<file path="config.mk">
export PLATFORM = sky130hd
export DESIGN_NAME = disp_mux_nch
export DESIGN_NICKNAME = d
export VERILOG_FILES = /design/src/rtl/disp_pkg.sv /design/src/rtl/rr_next.sv /design/src/rtl/disp_mux_nch.sv
export SDC_FILE = /design/constraint.sdc
export NUM_CORES = 1
export LEC_CHECK = 0
export ABC_AREA = 1
export BUFFER_PORTS_ARGS = -buffer_cell sky130_fd_sc_hd__buf_2
export CAP_MARGIN = 10
export CORE_AREA = 2 2 182 184
export DETAILED_ROUTE_END_ITERATION = 16
export DIE_AREA = 0 0 184 186
export GPL_ROUTABILITY_DRIVEN = 0
export HOLD_SLACK_MARGIN = 0.06
export SLEW_MARGIN = 15
export SYNTH_ARGS = -nofsm -noshare
export SYNTH_HDL_FRONTEND = slang
export SYNTH_HIERARCHICAL = 1
export SYNTH_SLANG_ARGS = --single-unit
</file>
<file path="constraint.sdc">
create_clock -name clk -period 4.35 [get_ports clk]
set_input_delay 0.6525 -clock clk [delete_from_list [all_inputs] [get_ports clk]]
set_output_delay 0.6525 -clock clk [all_outputs]
set_load 0.1 [all_outputs]
</file>
<file path="src/rtl/disp_pkg.sv">
// Shared mode encodings and bus-slicing helper for the display multiplexer.
package disp_pkg;

   localparam logic [1:0] DM_MANUAL = 2'd0;
   localparam logic [1:0] DM_AUTO   = 2'd1;
   localparam logic [1:0] DM_SNAP   = 2'd2;

   // LSB position of channel ch on a flattened bus of w-bit slices.
   function automatic int ch_lsb(input int ch, input int w);
      return ch * w;
   endfunction

endpackage

</file>
<file path="src/rtl/rr_next.sv">
// Combinational next-set-bit finder: first set mask bit strictly after i_start, wrapping.
// Returns i_start itself only when it is the sole set bit; o_found=0 when the mask is empty.
module rr_next #(
   parameter int NCH = 8,
   parameter int CW  = $clog2(NCH)
) (
   input  logic [NCH-1:0] i_mask,
   input  logic [CW-1:0]  i_start,
   output logic [CW-1:0]  o_idx,
   output logic           o_found
);

   // Walk offsets from farthest to nearest so the nearest hit is written last.
   always_comb begin
      o_idx   = '0;
      o_found = 1'b0;
      for (int d = NCH; d >= 1; d--) begin
         if (i_mask[(int'(i_start) + d) % NCH]) begin
            o_idx   = CW'((int'(i_start) + d) % NCH);
            o_found = 1'b1;
         end
      end
   end

endmodule

</file>
<file path="src/rtl/disp_mux_nch.sv">
// N-channel seven-segment source selector: manual select, auto rotation, or auto snapshot.
// Outputs registered one clock after inputs; no backpressure, EN=0 freezes all state.
module disp_mux_nch
   import disp_pkg::*;
#(
   parameter int NCH = 8,
   parameter int DW  = 32,
   parameter int PW  = 8,
   parameter int LW  = 8,
   parameter int CW  = $clog2(NCH)
) (
   input  logic              clk,
   input  logic              RSTN,
   input  logic              EN,
   input  logic [1:0]        mode,
   input  logic [CW-1:0]     sel,
   input  logic              tick,
   input  logic [7:0]        dwell,
   input  logic [NCH-1:0]    mask,
   input  logic [NCH*DW-1:0] data_in,
   input  logic [NCH*PW-1:0] point_in,
   input  logic [NCH*LW-1:0] les_in,
   output logic [DW-1:0]     Disp_num,
   output logic [PW-1:0]     point_out,
   output logic [LW-1:0]     LE_out,
   output logic [CW-1:0]     cur_ch,
   output logic              ch_valid,
   output logic              ch_switch
);

   logic [1:0]    r_mode;
   logic [7:0]    r_cnt;
   logic [CW-1:0] r_cur_ch;
   logic [DW-1:0] r_disp;
   logic [PW-1:0] r_point;
   logic [LW-1:0] r_le;
   logic          r_valid;
   logic          r_switch;

   logic          w_auto;
   logic          w_live;
   logic          w_mode_chg;
   logic          w_term;
   logic          w_cur_en;
   logic          w_nxt_en;
   logic          w_nxt_hit;
   logic          w_rr_found;
   logic          w_load;
   logic          w_valid_nxt;
   logic [7:0]    w_dwell_eff;
   logic [7:0]    w_cnt_nxt;
   logic [8:0]    w_cnt_inc;
   logic [CW-1:0] w_cur_nxt;
   logic [CW-1:0] w_rr_idx;
   logic [DW-1:0] w_dat;
   logic [PW-1:0] w_pt;
   logic [LW-1:0] w_le;

   assign w_auto      = (mode == DM_AUTO) || (mode == DM_SNAP);
   assign w_live      = (mode == DM_AUTO);
   assign w_mode_chg  = (mode != r_mode);
   assign w_dwell_eff = (dwell == 8'd0) ? 8'd1 : dwell;
   assign w_cnt_inc   = {1'b0, r_cnt} + 9'd1;
   assign w_term      = tick && (w_cnt_inc >= {1'b0, w_dwell_eff});

   rr_next #(.NCH(NCH), .CW(CW)) u_rr_next (
      .i_mask  (mask),
      .i_start (r_cur_ch),
      .o_idx   (w_rr_idx),
      .o_found (w_rr_found)
   );

   always_comb begin
      w_cur_en = 1'b0;
      for (int k = 0; k < NCH; k++) begin
         if (CW'(k) == r_cur_ch) w_cur_en = mask[k];
      end
   end

   // A mode change outranks a terminal tick: counter restarts, channel stays.
   always_comb begin
      w_cnt_nxt = r_cnt;
      w_cur_nxt = r_cur_ch;
      if (!w_auto) begin
         w_cnt_nxt = '0;
         w_cur_nxt = sel;
      end else if (w_mode_chg) begin
         w_cnt_nxt = '0;
      end else if (tick) begin
         if (!w_cur_en || w_term) begin
            w_cnt_nxt = '0;
            if (w_rr_found) w_cur_nxt = w_rr_idx;
         end else begin
            w_cnt_nxt = w_cnt_inc[7:0];
         end
      end
   end

   always_comb begin
      w_dat     = '0;
      w_pt      = '0;
      w_le      = '0;
      w_nxt_hit = 1'b0;
      w_nxt_en  = 1'b0;
      for (int k = 0; k < NCH; k++) begin
         if (CW'(k) == w_cur_nxt) begin
            w_dat     = data_in[ch_lsb(k, DW) +: DW];
            w_pt      = point_in[ch_lsb(k, PW) +: PW];
            w_le      = les_in[ch_lsb(k, LW) +: LW];
            w_nxt_hit = 1'b1;
            w_nxt_en  = mask[k];
         end
      end
   end

   assign w_load      = !w_auto ||
                        ((mask != '0) && (w_live || w_mode_chg || (w_cur_nxt != r_cur_ch)));
   assign w_valid_nxt = w_auto ? w_nxt_en : w_nxt_hit;

   always_ff @(posedge clk or negedge RSTN) begin
      if (!RSTN) begin
         r_mode   <= DM_MANUAL;
         r_cnt    <= '0;
         r_cur_ch <= '0;
         r_disp   <= '0;
         r_point  <= '0;
         r_le     <= '0;
         r_valid  <= 1'b0;
         r_switch <= 1'b0;
      end else if (!EN) begin
         r_switch <= 1'b0;
      end else begin
         r_mode   <= mode;
         r_cnt    <= w_cnt_nxt;
         r_cur_ch <= w_cur_nxt;
         r_valid  <= w_valid_nxt;
         r_switch <= (w_cur_nxt != r_cur_ch);
         if (w_load) begin
            r_disp  <= w_dat;
            r_point <= w_pt;
            r_le    <= w_le;
         end
      end
   end

   assign Disp_num  = r_disp;
   assign point_out = r_point;
   assign LE_out    = r_le;
   assign cur_ch    = r_cur_ch;
   assign ch_valid  = r_valid;
   assign ch_switch = r_switch & EN;

endmodule

</file>
* After elaboration in Yosys (flattened, before gate mapping)
Index checks and enable logic that the tools add are counted.
Storage, ports and cells: memories 0, output and inout port bits 53, latch bits 0, RAM bits 0, logic and storage cells 177, flip-flop bits (word level) 63, input bits 409, ROM bits 0
Operators by class: shifts and indexed selects 0, magnitude comparators 9, equality and inequality tests 19, reductions and logical operators 23, mux-type cells 100, divide/modulo/power cells 0, $add $sub $neg 9, multipliers 0, bitwise gates (word level) 9
Operators with widths (number):
- 2-to-1 mux 32 bit | 8
- 2-to-1 mux 8 bit | 21
- 2-to-1 mux 1 bit | 50
- < comparator 4 x 5 -> 1 bit (second input constant) | 8
- 2-to-1 mux 3 bit | 13
- binary-select mux 1 bit (select 3 bit) | 8
- == test 3 bit (first input constant) | 8
- OR reduction 3 bit | 8
- adder 3 bit (second input constant) | 4
- == test 2 x 3 -> 1 bit (first input constant) | 4
- adder 8 x 1 -> 9 bit (second input constant) | 1
- >= comparator 9 x 8 -> 1 bit | 1
- AND 1 bit (first input constant) | 8
- zero test 8 bit | 1
- nonzero test 8 bit | 1
- adder 3 x 1 -> 3 bit (second input constant) | 2
- adder 3 x 2 -> 3 bit (second input constant) | 2
- == test 1 x 3 -> 1 bit (first input constant) | 2
- zero test 3 bit | 2
- logical OR 1 bit | 5
- AND reduction 2 bit | 2
- inequality test 3 x 2 -> 1 bit (second input constant) | 1
- inequality test 3 bit | 1
- == test 2 x 1 -> 1 bit (second input constant) | 1
- 5 further kinds | 7

* Longest topological paths before layout
Gate-level depths: netlist (run 1).
word-level depth 29, depth in mapped cells 30

* Hierarchy
The synthesis (run 1) kept the hierarchy.
Modules (own cells, without submodules):
- disp_mux_nch | times used 1, cells an instance 1122, area each 6618.8 um^2
- rr_next | times used 1, cells an instance 123, area each 666.9 um^2

* Worst setup path after synthesis (run 1)
No wires, ideal clock.
path kind register to register, start point register r_cur_ch[1] (netlist: cur_ch[1]), end point register r_disp[10] (netlist: Disp_num[10]), setup time 0.120 ns, data required time 4.230 ns, arrival time 3.925 ns, path buffers 3, stages on the path, launching flop included 27, path slack 0.305 ns, period minus slack after synthesis 4.045 ns, cell sequence dfrtp_1 -> buf_4 -> inv_2 -> ha_1 -> inv_2 -> nand3_1 -> nand3_1 -> nand2_1 -> inv_1 -> nand4_1 -> nand2_1 -> nor2_1 -> nand2_4 -> nand2_1 -> nand3_2 -> nand2_2 -> nand2_1 -> nand2_1 -> inv_2 -> nand3_1 -> nand2_1 -> nand2_2 -> nand2_4 -> buf_6 -> buf_4 -> nand2_1 -> nand2_1
Between the ends: cells in the longest elaborated chain, start to end 26, elaborated cells between the ends (all ways) 92, those cells by class add/sub (8); eq/ne (15); mux (61); reduce/logical (8)
RTL lines:
- start: declaration | RTL line disp_mux_nch.sv:33 | logic [CW-1:0] r_cur_ch;
- start signal: assignment | RTL line disp_mux_nch.sv:135 | r_cur_ch <= w_cur_nxt;
- adder 3 x 1 -> 3 bit | RTL line rr_next.sv:18 | if (i_mask[(int'(i_start) + d) % NCH]) begin
- binary-select mux 1 bit (select 3 bit) | RTL line rr_next.sv:18
- 2-to-1 mux 1 bit (implied by the code) (2 in series) | RTL line rr_next.sv:18
- 2-to-1 mux 1 bit (7 in series) | RTL line rr_next.sv:18
- 2-to-1 mux 1 bit (*) | RTL line rr_next.sv:18
- via w_rr_found | RTL line disp_mux_nch.sv:47 | logic w_rr_found;
- 2-to-1 mux 3 bit (*) | RTL line disp_mux_nch.sv:92 | if (w_rr_found) w_cur_nxt = w_rr_idx;
- 2-to-1 mux 3 bit (*) | RTL line disp_mux_nch.sv:90 | if (!w_cur_en || w_term) begin
- 2-to-1 mux 3 bit (*) | RTL line disp_mux_nch.sv:89 | end else if (tick) begin
- 2-to-1 mux 3 bit (*) | RTL line disp_mux_nch.sv:87 | end else if (w_mode_chg) begin
- 2-to-1 mux 3 bit (*) | RTL line disp_mux_nch.sv:84 | if (!w_auto) begin
- zero test 3 bit | RTL line disp_mux_nch.sv:106 | if (CW'(k) == w_cur_nxt) begin
- 2-to-1 mux 32 bit (8 in series) | RTL line disp_mux_nch.sv:106
- end signal: assignment | RTL line disp_mux_nch.sv:139 | r_disp <= w_dat;
- end: declaration | RTL line disp_mux_nch.sv:34 | logic [DW-1:0] r_disp;
The timed path passes the listed nets; every way through them passes the cells marked *. The select of a mux whose other input is x is not followed. A chain may end at the register's enable or synchronous reset.

* Worst setup path after layout (run 1)
start point register r_cnt[0], end point register r_disp[28] (netlist: Disp_num[28])
Between the ends: cells in the longest elaborated chain, start to end 17, elaborated cells between the ends (all ways) 29, those cells by class add/sub (1); order compare (1); eq/ne (8); mux (12); reduce/logical (7)
RTL lines:
- start: declaration | RTL line disp_mux_nch.sv:32 | logic [7:0] r_cnt;
- start signal: assignment | RTL line disp_mux_nch.sv:134 | r_cnt <= w_cnt_nxt;
- adder 8 x 1 -> 9 bit (*) | RTL line disp_mux_nch.sv:63 | assign w_cnt_inc = {1'b0, r_cnt} + 9'd1;
- >= comparator 9 x 8 -> 1 bit (*) | RTL line disp_mux_nch.sv:64 | assign w_term = tick && (w_cnt_inc >= {1'b0, w_dwell_eff});
- logical AND 1 bit (*) | RTL line disp_mux_nch.sv:64
- logical OR 1 bit (*) | RTL line disp_mux_nch.sv:90
- 2-to-1 mux 3 bit (*) | RTL line disp_mux_nch.sv:90
- 2-to-1 mux 3 bit (*) | RTL line disp_mux_nch.sv:89
- 2-to-1 mux 3 bit (*) | RTL line disp_mux_nch.sv:87
- 2-to-1 mux 3 bit (*) | RTL line disp_mux_nch.sv:84
- zero test 3 bit | RTL line disp_mux_nch.sv:106
- 2-to-1 mux 32 bit (8 in series) | RTL line disp_mux_nch.sv:106
Every way passes the cells marked *; elsewhere a longest branch is shown, timed or not.

==> results.md, run 1 <==
- # rows: 66
- Core box area: between 0.03 and 0.04 mm2
- Tot Pwr: between 4 and 5 mW
- Initial antenna violation count: 3
- Die Y: 186 um
- Worst path required time: roughly 4.6 ns
- # setup viols final: 0
- Die width: between 150 and 200 um
- Comb power frac: between 60% and 70%
- GRT overflow: 0
- Most frequent cells in the layout: 460 x buf_2, 326 x nand2_1, 208 x nor2_1
- Worst Hold Class: in2async
- Area Growth Syn to Fin: 41.0%
- Clock sink count: between 60 and 70
- Io pins: 462
- Average size of a mapped cell: between 5 and 6 um2
- Critical path type: reg2reg
- Synthesis Warnings: 6
- DRT antenna net count: 0
- Worst-path fanout max: ~50
- Post-synthesis register bit count: 63
- Crit path launch type: flip-flop
- Clk_lat worst skew: around 0.33 ns
- Initial Util: 22.6%
- R2R depth: 25
- RSZ-0062 raised after global routing: no
- DP Wirelength: ~28 mm
- DR vias: ~11k
- Share of cells above drive strength 1: 32.9%
- Pin count of the biggest net entering global routing: 64
- Synth Flop Type: dfrtp_1
- Detailed Route Iter0 Violations: just under 600
- Pint: between 2 and 2.5 mW
- Port Buffers: roughly 460
- Arr. time, crit path: around 4.2 ns
- Fraction of registers with async set/reset: 100%
- Status: complete, no violations
- CTS Buffer Depth: 2
- Clock skew: roughly 0.0074 ns
- R2r setup slk: approximately 0.41 ns
- DRC viols: 0
- Max cap viols: 0
- Post-synthesis cell count: 1245
- Fin crit share: between 90% and 100%
- Power density cells: between 400 and 500 mW/mm2
- Post-Route WL: ~36 mm
- Part of the Yosys area used for sequential elements: a little over a fifth
- Setup crit end kind: flip-flop
- Most common cell after layout, fill and taps aside: buf_2
- Worst slack, placed: 0.409 ns
- Setup_tns: 0 ns
- Part of the power in registers: between 10% and 20%
- Design area: slightly above 0.01 mm2
- Pre-Repair DR Iteration Count: 5
- Vias in the first global route: a little under 10k
- Setup ws final: slightly above 0.4 ns
- GRT Util Overall: approximately 20%
- Setup Buffers After CTS: 0
- Fin nets: 2075
- Cts hold-fix bufs: 0
- Crit path from: r_cnt[0]
- RR Startpoint: r_cnt[0]
- Net Switching: 2.88 mW
- Slew at the pin with the worst max-slew slack: roughly 0.91 ns
- Max_slew headroom: between 30% and 40%
- CTS Root Cell: clkbuf_16
- Net Sw Frac: 58.7%
- Die area: 0.0342 mm2
- VDD IR-drop max: around 0.23 mV
- DR WL/cell: approximately 18 um
- Post-Syn Area: roughly 0.0073 mm2
- Synth Net Count: about 1.7k
- Vias per cell: between 5 and 6
- First-pass GRT wire length: 52.2 mm
- Reg2reg end: Disp_num[28]
- Post-synth EDFFs: 0
- LEAKAGE: ~5.6 nW
- Clk pwr share: 16.8%
- Slew Viols, Final: 0
- Final Hold Fails: 0
- Fmax achieved: around 250 MHz
- Tmin final: between 3 and 4 ns
- Placed inst area: 0.00994 mm2
- Post-CTS Resized: 0
- Clock-pin slew on the worst setup and hold paths: about 0.060 ns
- Post-synth cell types: 43
- CTS buffer count: 9
- CTS tree: built
- H-tree depth reported by CTS: 3
cells in the mapped netlist (all sizes together) (2+ instances only):
cell / number / area, um2
xnor2: 5 / 51.3
nand2: 339 / 1310
clkbuf: 32 / 120
dfrtp: 63 / 1580
nand4: 200 / 1250
nor3: 7 / 67.6
inv: 98 / 378
a21o: 2 / 15.0
nand3: 118 / 636
xor2: 8 / 77.6
buf: 61 / 374
or2: 2 / 12.5
nor2: 210 / 798
nor4: 3 / 18.8
ha: 12 / 150
o22ai: 3 / 18.8
o21ai: 13 / 65.1
a21oi: 61 / 309
critical path, cell delays in order, from the launching register on:
cell	delay [ns]
dfrtp_1	0.41
ha_1	0.20
nand2_1	0.09
nor2_4	0.14
xor2_1	0.22
inv_1	0.07
ha_1	0.32
nand2_1	0.08
a21oi_1	0.11
nor2_1	0.05
nor2_1	0.10
nor2_1	0.05
nand3_1	0.09
nand2_1	0.08
nand2_2	0.13
nand2_4	0.08
nand2_1	0.07
nand3_1	0.10
nand2_2	0.17
buf_4	0.62
nand4_1	0.29
nand3_1	0.15
nor2_1	0.05
nand4_1	0.08
nand2_1	0.06
nand2_1	0.05
metrics by stage:
| stage | utilization [%] | hold WS, ns | std cells |
|---|---|---|---|
| 2_1_floorplan | - | 0.357 | 1245 |
| 3_3_place_gp | 30.9 | 0.457 | 2051 |
| 3_5_place_dp | 30.9 | 0.460 | 2051 |
| 4_1_cts | 31.9 | 0.467 | 2067 |
| 5_1_grt | 31.9 | 0.491 | 2068 |
| 6_report | 31.9 | 0.437 | 2068 |
power by group through the flow:
stage               sequential [mW]  clock (mW)  combinational, mW
floorplan                      2.01           0               1.24
global route                  0.877       0.888               3.45
CTS                           0.855       0.861               3.22
global placement              0.858           0               3.20
finish                        0.854       0.825               3.23
detailed placement            0.859           0               3.22
worst max path at each step:
stage / to / depth (start not counted)
2_1_floorplan: Disp_num[10] / 26
3_3_place_gp: Disp_num[4] / 25
4_1_cts: Disp_num[4] / 25
3_5_place_dp: Disp_num[4] / 25
5_1_grt: Disp_num[28] / 25
6_report: Disp_num[28] / 25
registers in the layout, summed over array words and instances, names as in the netlist:
| register | cells |
|---|---|
| r_switch | 1 |
| point_out | 8 |
| ch_valid | 1 |
| r_mode | 2 |
| cur_ch | 3 |
| LE_out | 8 |
| Disp_num | 32 |
| r_cnt | 8 |
cells by family (layout without fill, tap and decap cells):
group                      count (synthesis)  in the layout  share of synthesized area (%)
buffers and inverters                    192            606                           12.0
and+or+nand+nor                          881            881                           56.4
xor gates and xnor gates                  13             13                           1.77
AOI/OAI and AO/OA                         84             84                           6.13
DFF                                       63             63                           21.6
other                                      0              1                              0
adders and majority gates                 12             12                           2.06
layout make-up:
| cell class | instances | area (um2) |
|---|---|---|
| fillers | 3614 | 21900 |
| flip-flops and latches | 63 | 1580 |
| clock buffers | 13 | 260 |
| diodes | 1 | 2.50 |
| multi-input cells | 990 | 4870 |
| inverters | 99 | 382 |
| clock inverters | 3 | 65.1 |
| well taps | 408 | 510 |
| repair buffers | 491 | 2610 |
metal layers:
metal  wire [um]  GRT usage (%)  vias to the layer above
met1       14300           24.1                     4868
met5          13              0                        -
met3        3090           3.97                       98
met4        1350           8.70                        2
li1            -              -                     5028
met2       17500           33.7                      589
Note: power is estimated with default switching activity, not from simulation.
==> run 2, diff against run 1 <==
--- a/config.mk
+++ b/config.mk
@@ -6,11 +6,11 @@
 export NUM_CORES = 1
 export LEC_CHECK = 0
 export ABC_AREA = 1
-export BUFFER_PORTS_ARGS = -buffer_cell sky130_fd_sc_hd__buf_2
 export CAP_MARGIN = 10
-export CORE_AREA = 2 2 182 184
+export CORE_AREA = 2 2 178 180
 export DETAILED_ROUTE_END_ITERATION = 16
-export DIE_AREA = 0 0 184 186
+export DIE_AREA = 0 0 180 182
+export DONT_BUFFER_PORTS = 1
 export GPL_ROUTABILITY_DRIVEN = 0
 export HOLD_SLACK_MARGIN = 0.06
 export SLEW_MARGIN = 15
==> results.md, run 2 (synthesized netlist as in run 1, its figures left out) <==
- Top Usage Layer GRT: met2
- Clock skew: just over 0.006 ns
- H-tree depth reported by CTS: 3
- Fmax achieved: 253 MHz
- Detailed Route Iter0 Violations: between 700 and 800
- CTS Root Cell: clkbuf_16
- Max cap viols: 0
- Port Buffers: 0
- Worst path required time: roughly 4.6 ns
- Clock sink count: 63
- Die Y: 182 um
- Crit path launch type: flip-flop
- Fin nets: around 1.6k
- GRT overflow: 0
- LEAKAGE: around 3.8 nW
- Arr. time, crit path: roughly 4.2 ns
- Met1 usage: 22.5%
- DP Wirelength: 24.7 mm
- Core box area: roughly 0.031 mm2
- Slew Viols, Final: 0
- Worst-path cell chain: buf_4 -> ha_1 -> xnor2_2 -> inv_1 -> nand3_1 -> nand2_1 -> nor3_1 -> nand4_1 -> nand2_1 -> nor2_1 -> nand2_4 -> nand2_1 -> nand3_1 -> nand2_4 -> buf_12 -> buf_12 -> nand4_1 -> nand3_1 -> nor2_1 -> nand4_1 -> nand2_1 -> nand2_1
- # setup viols final: 0
- Pin count of the biggest net entering global routing: between 80 and 90
- CP max-delay cell: dfrtp_1
- # rows: 65
- Clk_lat worst skew: between 0.3 and 0.4 ns
- Final Util: 25.7%
- Worst-path fanout max: 42
- Area Growth Syn to Fin: 9.36%
- Pre-Repair DR Iteration Count: 6
- Max_slew headroom: between 30 and 40%
- Fin crit share: just over 90%
- Slew at the pin with the worst max-slew slack: around 1 ns
- RSZ-0062 raised after global routing: no
- GR Util met2: approximately 30%
- CP delay by family, top: simple AND/OR/NAND/NOR gates
- Vias in the first global route: ~8.4k
- DR vias: around 9.0k
- CP max stage delay: between 0.4 and 0.5 ns
- Initial Util: 23.5%
- DRC viols: 0
- Clock-pin slew on the worst setup and hold paths: roughly 0.060 ns
- Status: complete, no violations
- Largest register FFs: 32
- Worst path bufs/invs: 4
- Setup_tns: 0 ns
- Setup ws final: 0.405 ns
- DR WL/cell: 20.4 um
- GRT Util Overall: a little under a fifth
- Worst slack, placed: ~0.50 ns
- CTS tree: built
- Most common cell after layout, fill and taps aside: nand2_1
- Vias per cell: roughly 5.6
- VDD IR-drop max: 0.245 mV
- Met3 Usage GRT: ~6.5%
- Final Hold Fails: 0
- Initial antenna violation count: 4
- Critical path type: reg2reg
- Die width: approximately 180 um
- Share of cells above drive strength 1: between 7 and 8%
- CTS Buffer Depth: 2
- Critical path's most frequent cell: nand2_1
- Worst Hold Class: in2async
- Post-Route WL: between 30 and 40 mm
- Setup Buffers After CTS: 0
- Die area: between 0.03 and 0.04 mm2
- Most frequent cells in the layout: 326 x nand2_1, 208 x nor2_1, 200 x nand4_1
- DRT antenna net count: 0
- Power density cells: 558 mW/mm2
- Io pins: approximately 460
- Tmin final: slightly below 4 ns
- Setup crit end kind: flip-flop
- Fillers: between 3k and 4k
- First-pass GRT wire length: approximately 48 mm
- CTS buffer count: 9
run 2: path summary, 6_finish.rpt:
path	start	to	slack (ns)	cells past startpoint
worst max-delay path	cur_ch[0]	Disp_num[27]	0.40	22
worst min-delay path	RSTN	Disp_num[12]	0.20	1
worst max register to register	cur_ch[0]	Disp_num[27]	0.40	22
worst min register to register	r_mode[0]	r_mode[0]	0.51	2
max in group asynchronous	RSTN	r_cnt[7]	3.86	1
min in group clk	EN	cur_ch[2]	0.41	1
run 2: report_power, final:
part / internal, mW / switching [mW]
Clock: 0.431 / 0.277
Sequential: 0.720 / 1.31
Combinational: 0.530 / 1.18
run 2: layout make-up:
class | instances | area, um2 | share of cell area [%]
clock buffers | 15 | 278 | 3.49
flip-flops and latches | 63 | 1580 | 19.8
well taps | 402 | 503 | 6.31
repair buffers | 35 | 358 | 4.49
multi-input cells | 990 | 4870 | 61.1
inverters | 99 | 382 | 4.79
diodes | 2 | 5.00 | 0.0628
run 2: stage by stage:
stage / hold slack [ns] / std cells / cell area [um2] / power [mW]
finish: 0.201 / 1606 / 7970 / 4.45
global route: 0.205 / 1606 / 7970 / 4.71
CTS: 0.192 / 1604 / 7960 / 4.46
detailed placement: 0.359 / 1588 / 7660 / 3.70
global placement: 0.358 / 1588 / 7660 / 3.67
floorplan: 0.357 / 1245 / 7290 / 3.25
run 2: timing repair:
action                    4_1_cts  5_1_grt
gates resized for setup         0        0
hold buffers                    1        0
hold endpoints to repair       63        0
run 2: per-layer routing:
layer  vias up  routed length (um)  part of all wire, %
li1       4114                   -                    -
met1      4023               12800                   39
met2       677               14600                   45
met3       134                3700                   11
met4         4                1590                  4.8
met5         -                  36                 0.11
==> run 3, diff against run 2 <==
--- a/config.mk
+++ b/config.mk
@@ -13,6 +13,7 @@
 export DONT_BUFFER_PORTS = 1
 export GPL_ROUTABILITY_DRIVEN = 0
 export HOLD_SLACK_MARGIN = 0.06
+export MAX_ROUTING_LAYER = met4
 export SLEW_MARGIN = 15
 export SYNTH_ARGS = -nofsm -noshare
 export SYNTH_HDL_FRONTEND = slang
==> results.md, run 3 (synthesized netlist as in run 1, its figures left out) <==
- Pin count of the biggest net entering global routing: a little under 90
- Setup Buffers After CTS: 0
- Setup ws final: 0.389 ns
- H-tree depth reported by CTS: 3
- RR Startpoint: cur_ch[0]
- # rows: 65
- Slew Viols, Final: 0
- Post-Route WL: between 30 and 40 mm
- CTS Buffer Depth: 2
- Multi-input gate area: 0.00487 mm2
- # setup viols final: 0
- Tmin final: 3.96 ns
- Setup crit end kind: flip-flop
- Worst Hold Class: in2async
- GRT Util Overall: 19.5%
- Most common cell after layout, fill and taps aside: nand2_1
- First-pass GRT wire length: between 40 and 50 mm
- DR WL/cell: just over 20 um
- DP Wirelength: approximately 25 mm
- LEAKAGE: roughly 3.8 nW
- Final Util: about a quarter
- Pre-Repair DR Iteration Count: 6
- RSZ-0062 raised after global routing: no
- Clk_lat worst skew: ~0.34 ns
- Worst-path fanout max: 42
- Fin nets: about 1.6k
- Register area: 0.00158 mm2
- Largest register FFs: 32
- GRT overflow: 0
- Io pins: about 460
- DR vias: between 8k and 9k
- Die width: approximately 180 um
- Max_slew headroom: roughly a third
- Area Growth Syn to Fin: 9.39%
- CTS Root Cell: clkbuf_16
- Clock-pin slew on the worst setup and hold paths: 0.06 ns
- Port Buffers: 0
- DRC viols: 0
- Fillers: roughly 3.5k
- Initial antenna violation count: 3
- Status: complete, no violations
- Fmax achieved: about 250 MHz
- Setup_tns: 0 ns
- CTS tree: built
- CTS buffer count: 9
- Detailed Route Iter0 Violations: ~700
- Critical path type: reg2reg
- VDD IR-drop max: 0.244 mV
- Post-CTS Resized: 0
- Die area: around 0.033 mm2
- Clock sink count: 63
- Power density cells: around 560 mW/mm2
- R2r setup slk: between 0.3 and 0.4 ns
- Final Hold Fails: 0
- Max cap viols: 0
- Vias per cell: ~5.5
- Die Y: 182 um
- Crit path launch type: flip-flop
- Share of cells above drive strength 1: around 7.3%
- Vias in the first global route: ~8.4k
- Worst slack, placed: 0.500 ns
- Fin crit share: about nine tenths
- Clock skew: 0.00601 ns
- Tot Pwr: roughly 4.4 mW
- Core box area: between 0.03 and 0.04 mm2
- Slew at the pin with the worst max-slew slack: 1.00 ns
- Most frequent cells in the layout: 326 x nand2_1, 208 x nor2_1, 200 x nand4_1
- Worst path required time: around 4.6 ns
- DRT antenna net count: 0
- Arr. time, crit path: 4.24 ns
- Initial Util: between 20% and 30%
- Reg2reg end: Disp_num[27]
- R2R depth: 22
run 3: timing repair:
action                     CTS  global route
hold buffers                 1             0
hold endpoints to repair    63             0
setup endpoints to repair    0             1
run 3: critical path, stage by stage, from the launching register on:
cell and delay, ns:
dfrtp_1 0.44, buf_4 0.42, ha_1 0.26, xnor2_2 0.08
inv_1 0.11, nand3_1 0.09, nand2_1 0.15, nor3_1 0.07
nand4_1 0.07, nand2_1 0.06, nor2_1 0.37, nand2_4 0.11
nand2_1 0.07, nand3_1 0.13, nand2_4 0.25, buf_12 0.27
buf_12 0.19, nand4_1 0.25, nand3_1 0.19, nor2_1 0.05
nand4_1 0.08, nand2_1 0.06, nand2_1 0.05
run 3: metal layers:
layer	GRT usage, %	wire length (um)	vias to the layer above
met5	-	0	-
met4	9.89	1500	0
met3	6.60	3570	129
met2	30.0	14700	615
met1	22.5	12900	4059
li1	-	-	4104
run 3: layout make-up:
type	count	share of cell area, %
Multi-Input combinational cell	990	61.1
Clock buffer	15	3.49
Inverter	99	4.79
Sequential cell	63	19.8
Timing Repair Buffer	35	4.49
Tap cell	402	6.31
Antenna cell	3	0.0942
run 3: worst max path at each step:
stage | startpoint | to | slack (ns) | cells past startpoint
after detailed placement | cur_ch[0] | Disp_num[20] | 0.50 | 20
final | cur_ch[0] | Disp_num[27] | 0.39 | 22
after global routing | r_cnt[0] | Disp_num[30] | 0.0002 | 25
after floorplan | cur_ch[1] | Disp_num[10] | 0.31 | 26
after CTS | cur_ch[0] | Disp_num[20] | 0.48 | 21
after global placement | r_cnt[0] | Disp_num[30] | 0.52 | 25
run 3: power breakdown:
group | total [mW] | internal (mW) | switching, mW | leakage (nW)
Clock | 0.707 | 0.431 | 0.277 | 0.136
Combinational | 1.71 | 0.530 | 1.18 | 2.85
Sequential | 2.03 | 0.720 | 1.31 | 0.785
Total | 4.45 | 1.68 | 2.77 | 3.77
run 3: stage by stage:
| step | cells | cell area (um2) | hold WS (ns) |
|---|---|---|---|
| after floorplan | 1245 | 7290 | 0.357 |
| after global placement | 1588 | 7660 | 0.358 |
| after detailed placement | 1588 | 7660 | 0.359 |
| after CTS | 1604 | 7960 | 0.192 |
| after global routing | 1607 | 7970 | 0.206 |
| final | 1607 | 7970 | 0.201 |
